===== src/rtl/fixed_point_best_tracker_pkg.sv =====
// Shared definitions for the best-fitness tracker: FSM encoding and optimisation mode constants.
package fixed_point_best_tracker_pkg;

    typedef enum logic [1:0] {
        StIdle  = 2'd0,
        StScan  = 2'd1,
        StMerge = 2'd2
    } tracker_state_e;

    localparam bit MODE_MIN = 1'b1;
    localparam bit MODE_MAX = 1'b0;

endpackage


===== src/rtl/FIXED_POINT_COMP.sv =====
// Signed two's-complement magnitude comparator shared by the run scan and the global merge.
module FIXED_POINT_COMP #(
    parameter int unsigned WIDTH = 8
) (
    input  logic [WIDTH-1:0] A,
    input  logic [WIDTH-1:0] B,
    output logic             LT,
    output logic             EQ,
    output logic             GT
);

    always_comb begin
        LT = $signed(A) <  $signed(B);
        EQ = A == B;
        GT = $signed(A) >  $signed(B);
    end

endmodule


===== src/rtl/fixed_point_best_tracker.sv =====
// Streams N_AGENTS fitness values through one comparator to find the run-best,
// then reuses that comparator for one cycle to fold the run-best into a persistent global best.
module fixed_point_best_tracker
    import fixed_point_best_tracker_pkg::*;
#(
    parameter int unsigned WIDTH    = 8,
    parameter int unsigned N_AGENTS = 16,
    parameter bit          MINIMIZE = MODE_MIN
) (
    input  logic                        CLK,
    input  logic                        RSTN,
    input  logic                        START_IN,
    input  logic                        CLEAR_GLOBAL_IN,
    input  logic [WIDTH-1:0]            VALUE_IN,
    input  logic                        VALUE_VALID_IN,
    output logic                        VALUE_READY_OUT,
    output logic                        BUSY_OUT,
    output logic [WIDTH-1:0]            RUN_BEST_OUT,
    output logic [$clog2(N_AGENTS)-1:0] RUN_INDEX_OUT,
    output logic                        DONE_OUT,
    output logic [WIDTH-1:0]            GLOBAL_BEST_OUT,
    output logic                        GLOBAL_VALID_OUT,
    output logic                        GLOBAL_UPDATED_OUT
);

    localparam int unsigned IDX_W = $clog2(N_AGENTS);

    tracker_state_e   state_q;
    logic [IDX_W-1:0] cnt_q;
    logic [WIDTH-1:0] run_best_q;
    logic [IDX_W-1:0] run_index_q;
    logic [WIDTH-1:0] global_best_q;
    logic             global_valid_q;
    logic             updated_q;

    logic [WIDTH-1:0] cmp_a, cmp_b;
    logic             cmp_lt, cmp_gt, unused_cmp_eq;
    logic             better;
    logic             beat_acc;
    logic             last_beat;

    // Scan compares the incoming beat to the incumbent; merge compares run-best to global.
    always_comb begin
        cmp_a = VALUE_IN;
        cmp_b = run_best_q;
        if (state_q == StMerge) begin
            cmp_a = run_best_q;
            cmp_b = global_best_q;
        end
    end

    FIXED_POINT_COMP #(
        .WIDTH(WIDTH)
    ) u_comp (
        .A (cmp_a),
        .B (cmp_b),
        .LT(cmp_lt),
        .EQ(unused_cmp_eq),
        .GT(cmp_gt)
    );

    assign better    = (MINIMIZE == MODE_MIN) ? cmp_lt : cmp_gt;
    assign beat_acc  = VALUE_VALID_IN && (state_q == StScan);
    assign last_beat = cnt_q == IDX_W'(N_AGENTS - 1);

    always_ff @(posedge CLK or negedge RSTN) begin
        if (!RSTN) begin
            state_q        <= StIdle;
            cnt_q          <= '0;
            run_best_q     <= '0;
            run_index_q    <= '0;
            global_best_q  <= '0;
            global_valid_q <= 1'b0;
            updated_q      <= 1'b0;
        end else begin
            updated_q <= 1'b0;
            if (CLEAR_GLOBAL_IN) begin
                global_valid_q <= 1'b0;
            end
            unique case (state_q)
                StIdle: begin
                    if (START_IN) begin
                        state_q <= StScan;
                        cnt_q   <= '0;
                    end
                end
                StScan: begin
                    if (beat_acc) begin
                        // Strictly-better only, so ties keep the lowest index.
                        if (cnt_q == '0 || better) begin
                            run_best_q  <= VALUE_IN;
                            run_index_q <= cnt_q;
                        end
                        if (last_beat) begin
                            state_q <= StMerge;
                            cnt_q   <= '0;
                        end else begin
                            cnt_q <= cnt_q + 1'b1;
                        end
                    end
                end
                StMerge: begin
                    state_q <= StIdle;
                    // A same-cycle clear makes global invalid, so the run-best always wins.
                    if (CLEAR_GLOBAL_IN || !global_valid_q || better) begin
                        global_best_q  <= run_best_q;
                        global_valid_q <= 1'b1;
                        updated_q      <= 1'b1;
                    end
                end
                default: state_q <= StIdle;
            endcase
        end
    end

    assign VALUE_READY_OUT    = state_q == StScan;
    assign BUSY_OUT           = state_q != StIdle;
    assign DONE_OUT           = state_q == StMerge;
    assign RUN_BEST_OUT       = run_best_q;
    assign RUN_INDEX_OUT      = run_index_q;
    assign GLOBAL_BEST_OUT    = global_best_q;
    assign GLOBAL_VALID_OUT   = global_valid_q;
    assign GLOBAL_UPDATED_OUT = updated_q;

endmodule


===== config.mk =====
export PLATFORM = sky130hd
export DESIGN_NAME = fixed_point_best_tracker
export DESIGN_NICKNAME = d
export VERILOG_FILES = /design/src/rtl/fixed_point_best_tracker_pkg.sv /design/src/rtl/FIXED_POINT_COMP.sv /design/src/rtl/fixed_point_best_tracker.sv
export SDC_FILE = /design/constraint.sdc
export NUM_CORES = 1
export LEC_CHECK = 0
export ABC_AREA = 1
export ABC_CLOCK_PERIOD_IN_PS = 2830
export CORE_MARGIN = 5
export CORE_UTILIZATION = 46
export CTS_BUF_LIST = sky130_fd_sc_hd__clkbuf_4
export DETAILED_ROUTE_END_ITERATION = 7
export PLACE_DENSITY = 0.78
export SLEW_MARGIN = 20
export SYNTH_ARGS = -nofsm -noshare
export SYNTH_HDL_FRONTEND = slang
export SYNTH_SLANG_ARGS = --single-unit

===== constraint.sdc =====
create_clock -name CLK -period 2.83 [get_ports CLK]
set_clock_uncertainty 0.2 [all_clocks]
set_input_delay 0.566 -clock CLK [delete_from_list [all_inputs] [get_ports CLK]]
set_output_delay 0.566 -clock CLK [all_outputs]
set_load 0.02 [all_outputs]

### Yosys cells after proc, flatten, opt, wreduce, memory -nomap -nowiden

Index checks and enable logic that the tools add are counted.

* word-level logic and storage cells: 43
* register bits after elaboration: 28
* bits of input ports: 13
* output and inout bits: 25

* multiplexer cells: 15
* equality and inequality tests: 6
* add/sub/neg operators: 1
* reduce and logical (&&, ||, !) cells: 13
* magnitude comparators: 1

Operators by type and width (count)
* 8-bit two-way mux: 2
* 4-bit two-way mux: 3
* 3-bit AND reduction: 3
* 8-bit less-than comparator: 1
* 4-bit one-hot mux with 2 select lines: 1
* 2-bit two-way mux: 3
* 1-bit two-way mux: 5
* 4-bit by 1-bit adder with 4-bit output, second input constant: 1
* 4-bit equality test, second input constant: 1
* 4-bit logical NOT: 1
* 2-bit by 1-bit != test with 1-bit output, second input constant: 2
* 2-bit one-hot mux with 2 select lines: 1
* 2-bit nonzero test: 2
* 1-bit logical OR: 3
* 2-bit by 1-bit equality test with 1-bit output, second input constant: 1
* 2-bit equality test, second input constant: 1
* 2-bit logical NOT: 1
* 2-bit != test, second input constant: 1
* 2-bit AND reduction: 1
* 1-bit logical AND: 1
* 1-bit logical NOT: 1

### Depth between registers and ports, before layout

* depth after elaboration: 6
* mapped depth: 19
* depth with buffers taken out: 16

### Modules after synthesis

A second synthesis with hierarchy kept.

* cells, all modules: 222
* area, all modules: 1725.4 sq um

By module, submodules not included
* fixed_point_best_tracker: cells each 181, area an instance 1476.4 sq um, instances 1, sequential area each 700.7 sq um
* FIXED_POINT_COMP: cells each 41, area an instance 249.0 sq um, instances 1, sequential area each 0.0 sq um

### Least setup slack after synthesis

No wires, ideal clock.

* kind: register to register
* from: reg state_q[1]
* to: reg run_best_q[0], in the netlist RUN_BEST_OUT[0]
* library setup time: 0.117 ns
* arrival: 2.429 ns
* path buffers: 3
* cell stages (with the launch flop): 16
* required time: 2.513 ns
* period minus slack after synthesis: 2.747 ns
* setup slack: 0.083 ns
* path through: dfrtp_1 > nand2_1 > clkbuf_1 > clkbuf_1 > nand2_1 > o21ai_0 > ha_1 > a21oi_1 > nor2_1 > a211oi_1 > nand2_1 > nand2_2 > nand3_4 > buf_2 > nand3_1 > nand2_1

* longest elaborated chain between the ends: 5
* elaborated cells between the ends (all ways): 8
* those cells by class: 1 x order compare; 2 x eq/ne; 2 x mux; 3 x reduce/logical

RTL lines
* from (decl): line fixed_point_best_tracker.sv:28 `tracker_state_e state_q;`
* from (signal assigned): line fixed_point_best_tracker.sv:68 `state_q <= StIdle;`
* from (signal assigned): line fixed_point_best_tracker.sv:83 `state_q <= StScan;`
* from (signal assigned): line fixed_point_best_tracker.sv:95 `state_q <= StMerge;`
* 2-bit equality test: line fixed_point_best_tracker.sv:46 `if (state_q == StMerge) begin`
* 8-bit two-way mux: line fixed_point_best_tracker.sv:46
* 8-bit less-than comparator: line FIXED_POINT_COMP.sv:13 `LT = $signed(A) < $signed(B);`
* 1-bit logical OR: line fixed_point_best_tracker.sv:90 `if (cnt_q == '0 || better) begin`
* 3-bit AND reduction (no source line) (*)
* to (signal assigned): line fixed_point_best_tracker.sv:70 `run_best_q <= '0;`
* to (signal assigned): line fixed_point_best_tracker.sv:91 `run_best_q <= VALUE_IN;`
* to (decl): line fixed_point_best_tracker.sv:30 `logic [WIDTH-1:0] run_best_q;`

Mark *: on every way between the ends. The rest lies on a longest branch, timed or not.
A chain may end at the register's enable or synchronous reset.

### Worst setup path after layout

* from: reg state_q[0]
* to: out VALUE_READY_OUT

* longest elaborated chain between the ends: 1

RTL lines
* 2-bit by 1-bit equality test with 1-bit output: line fixed_point_best_tracker.sv:116 `assign VALUE_READY_OUT = state_q == StScan;`
* to (decl): line fixed_point_best_tracker.sv:16 `output logic VALUE_READY_OUT,`

Every way passes these cells.

==> impl_metrics.csv <==
group,metric,value,unit
status,status,"completed",
yosys,ys_types,19,
clock_network,insertion_delay,330,ps
detailed_routing,viasPerCell,4.85,
worst_setup_path,critPathSlowestCell,"clkdlybuf4s50_1",
yosys,syn-num-nets,231,
placed_design,placedCellCount,296,
grt,antenna_found_initial,0,
layout,drive_gt1_share,9.84,%
die,row_count,21,
layout,nNetsFinal,277,
layout,layout_common_cells,"nand2_1, clkdlybuf4s50_1, dfrtp_1, nand3_1, inv_1",
clock_network,postCtsSetupRepairBufs,0,
timing,period_needed,2560,ps
worst_setup_path,cp-start-kind,"flop",
die,die_area,4720,um2
worst_setup_path,crit_path_end_kind,"output pin",
grt,grt_pass1_vias,1393,
grt,gr-usage-all-layers,17.2,%
layout,final_cells,300,
timing,rsz0062_at_grt,"false",
yosys,syn_inst,209,
clock_network,tritoncts,"done",
layout,area_growth,32.7,%
yosys,syn_area,1590,um2
placed_design,io_buffers,37,
flow_run,maxCapViolCount,0,
detailed_routing,vias,1455,
grt,grt_pass1_wl,6.10,mm
timing,finalCritPeriodShare,90.5,%
die,core,3340,um2
detailed_routing,post-route-drc-count,0,
power,p_per_area,1060,nW/um2
layout,antenna_cells,0,
timing,tightest_slew,355,ps
clock_network,cts_max_path_buffers,2,
detailed_routing,drt-pass1-iter-count,4,
timing,setup_tns,0,ps
clock_network,clkSlewWorstSetupHoldPaths,150,ps
worst_hold_path,min_path_type,"flop to flop",
power,leakage,1.11,nW
timing,max_freq,0.390,GHz
clock_network,root_buffer,"clkbuf_4",
yosys,synth_warnings,0,
worst_setup_path,critPathTopFamily,"buffers and inverters",
detailed_routing,wl_per_cell,12.1,um
yosys,yosysSeqAreaShare,44.2,%
worst_setup_path,cp.required,2060,ps
placed_design,dp_hpwl,2.73,mm
detailed_routing,wl,3.62,mm
die,start_util,47.5,%
yosys,ys_ff_latch,28,
layout,final_common_cell,"nand2_1",
clock_network,cts_sinks,28,
clock_network,htree_levels,1,
timing,setup_viol,0,
grt,grt_overflow,0,
grt,grt_max_degree,29,
detailed_routing,ant_nets,0,
worst_setup_path,critPathKind,"flop to output pin",
worst_setup_path,path_buf_inv,2,
die,io_pins,38,
die,die_y,68.7,um
detailed_routing,drt_iter0_markers,59,
yosys,syn-mean-instance-area,7.59,um2
placed_design,globalplace.congestion,0.839,
timing,drv_slew,0,
worst_setup_path,cp_max_fo,5,
timing,slew_headroom,76.3,%
timing,hold_viol,0,
worst_setup_path,cp_data_arrival_time,1800,ps
clock_network,cts_made_buffers,3,
power,peakVddDrop,503,uV
worst_setup_path,worstPathCellList,"inv_1, nor2_1, clkdlybuf4s50_1",
worst_setup_path,cpPeakStageDelay,670,ps
die,die_w,68.7,um
==> cells in the mapped netlist, drive strengths merged <==
cell type  number  area, um2
a211oi          1       7.51
nand2          75        292
inv            26       97.6
clkbuf          4       15.0
dfrtp          28        701
nand3          30        180
ha              9        113
a21oi           5       25.0
buf             3       21.3
nor2            8       30.0
or2             1       6.26
o22ai           1       6.26
nand4           1       6.26
o21ai          17       85.1
==> timing repair <==
item	4_1_cts	5_1_grt
hold buffers	0	0
endpoints found under the setup margin	0	21
gates resized for setup	0	4
==> worst paths after layout <==
kind | from | endpoint | slack, ps | cells past startpoint
min in group asynchronous | RSTN | GLOBAL_BEST_OUT[5]$_DFFE_PN0P_ | 380 | 2
min reg2reg | RUN_INDEX_OUT[0]$_DFFE_PN0P_ | RUN_INDEX_OUT[0]$_DFFE_PN0P_ | 300 | 2
min | RUN_INDEX_OUT[0]$_DFFE_PN0P_ | RUN_INDEX_OUT[0]$_DFFE_PN0P_ | 300 | 2
max in group asynchronous | RSTN | RUN_BEST_OUT[1]$_DFFE_PN0P_ | 1790 | 2
max reg2reg | state_q[0]$_DFFE_PN0P_ | GLOBAL_BEST_OUT[0]$_DFFE_PN0P_ | 300 | 15
max | state_q[0]$_DFFE_PN0P_ | VALUE_READY_OUT | 270 | 3
==> flip-flops by register name, summed over array words and instances, names as in the netlist <==
register,flops
GLOBAL_BEST_OUT,8
GLOBAL_UPDATED_OUT,1
GLOBAL_VALID_OUT,1
RUN_BEST_OUT,8
RUN_INDEX_OUT,4
cnt_q,4
state_q,2
==> cell type report <==
cell class	instances	area, um2
fill	310	1230
clock inverter	1	3.75
timing repair buffer	48	453
sequential	28	701
multi-input combinational	148	768
clock buffer	3	22.5
inverter	26	97.6
tap	46	57.6
==> through the flow <==
| step | hold slack (ps) | power [W] | worst slack (ps) | instance area [um2] | util, % |
|---|---|---|---|---|---|
| final | 304 | 0.00223 | 269 | 2100 | 63.0 |
| after global routing | 323 | 0.00244 | 18.0 | 2100 | 63.0 |
| after CTS | 309 | 0.00223 | 29.6 | 2090 | 62.5 |
| after detailed placement | 268 | 0.00205 | -91.4 | 2060 | 61.7 |
| after global placement | 270 | 0.00203 | -24.9 | 2060 | 61.7 |
| after floorplan | 70.4 | 0.00153 | 83.3 | 1590 | - |
==> report_power, final <==
part	internal [W]	switching [W]	leakage (nW)	total, W
clock	0.0000519	0.000118	0.0154	0.000170
combinational	0.000580	0.000776	0.734	0.00136
sequential	0.000558	0.000145	0.360	0.000703
total	0.00119	0.00104	1.11	0.00223
==> worst register-to-register path, cell delays in order (launching register included) <==
cell     delay [ps]
dfrtp_1         440
inv_1           130
nand2_4         130
buf_4           210
nand2_1          60
o21ai_0          80
ha_1            310
a21oi_1         150
nand2_1          90
nand2_2          70
nand2_1          60
nand2_2         120
nand3_4         110
buf_4           180
nand3_1          60
nand2_1          50
==> layer usage <==
metal	global-route usage [%]	wire [um]	share of wire, %	vias to the layer above
met1	22.8	1660	46	666
met5	0	0	0	-
met3	2.27	145	4.0	5
met4	7.06	51	1.4	0
met2	28.2	1760	49	29
li1	-	-	-	755
==> cells by family (layout without fill, tap and decap cells) <==
kind of cell	count (synthesis)	after routing	share of synthesized area, %
compound gates	24	24	7.81
fa+ha+maj	9	9	7.10
buf+inv	33	78	8.44
flops	28	28	44.2
simple gates	115	115	32.4
Power figures use the tool's default switching activity.
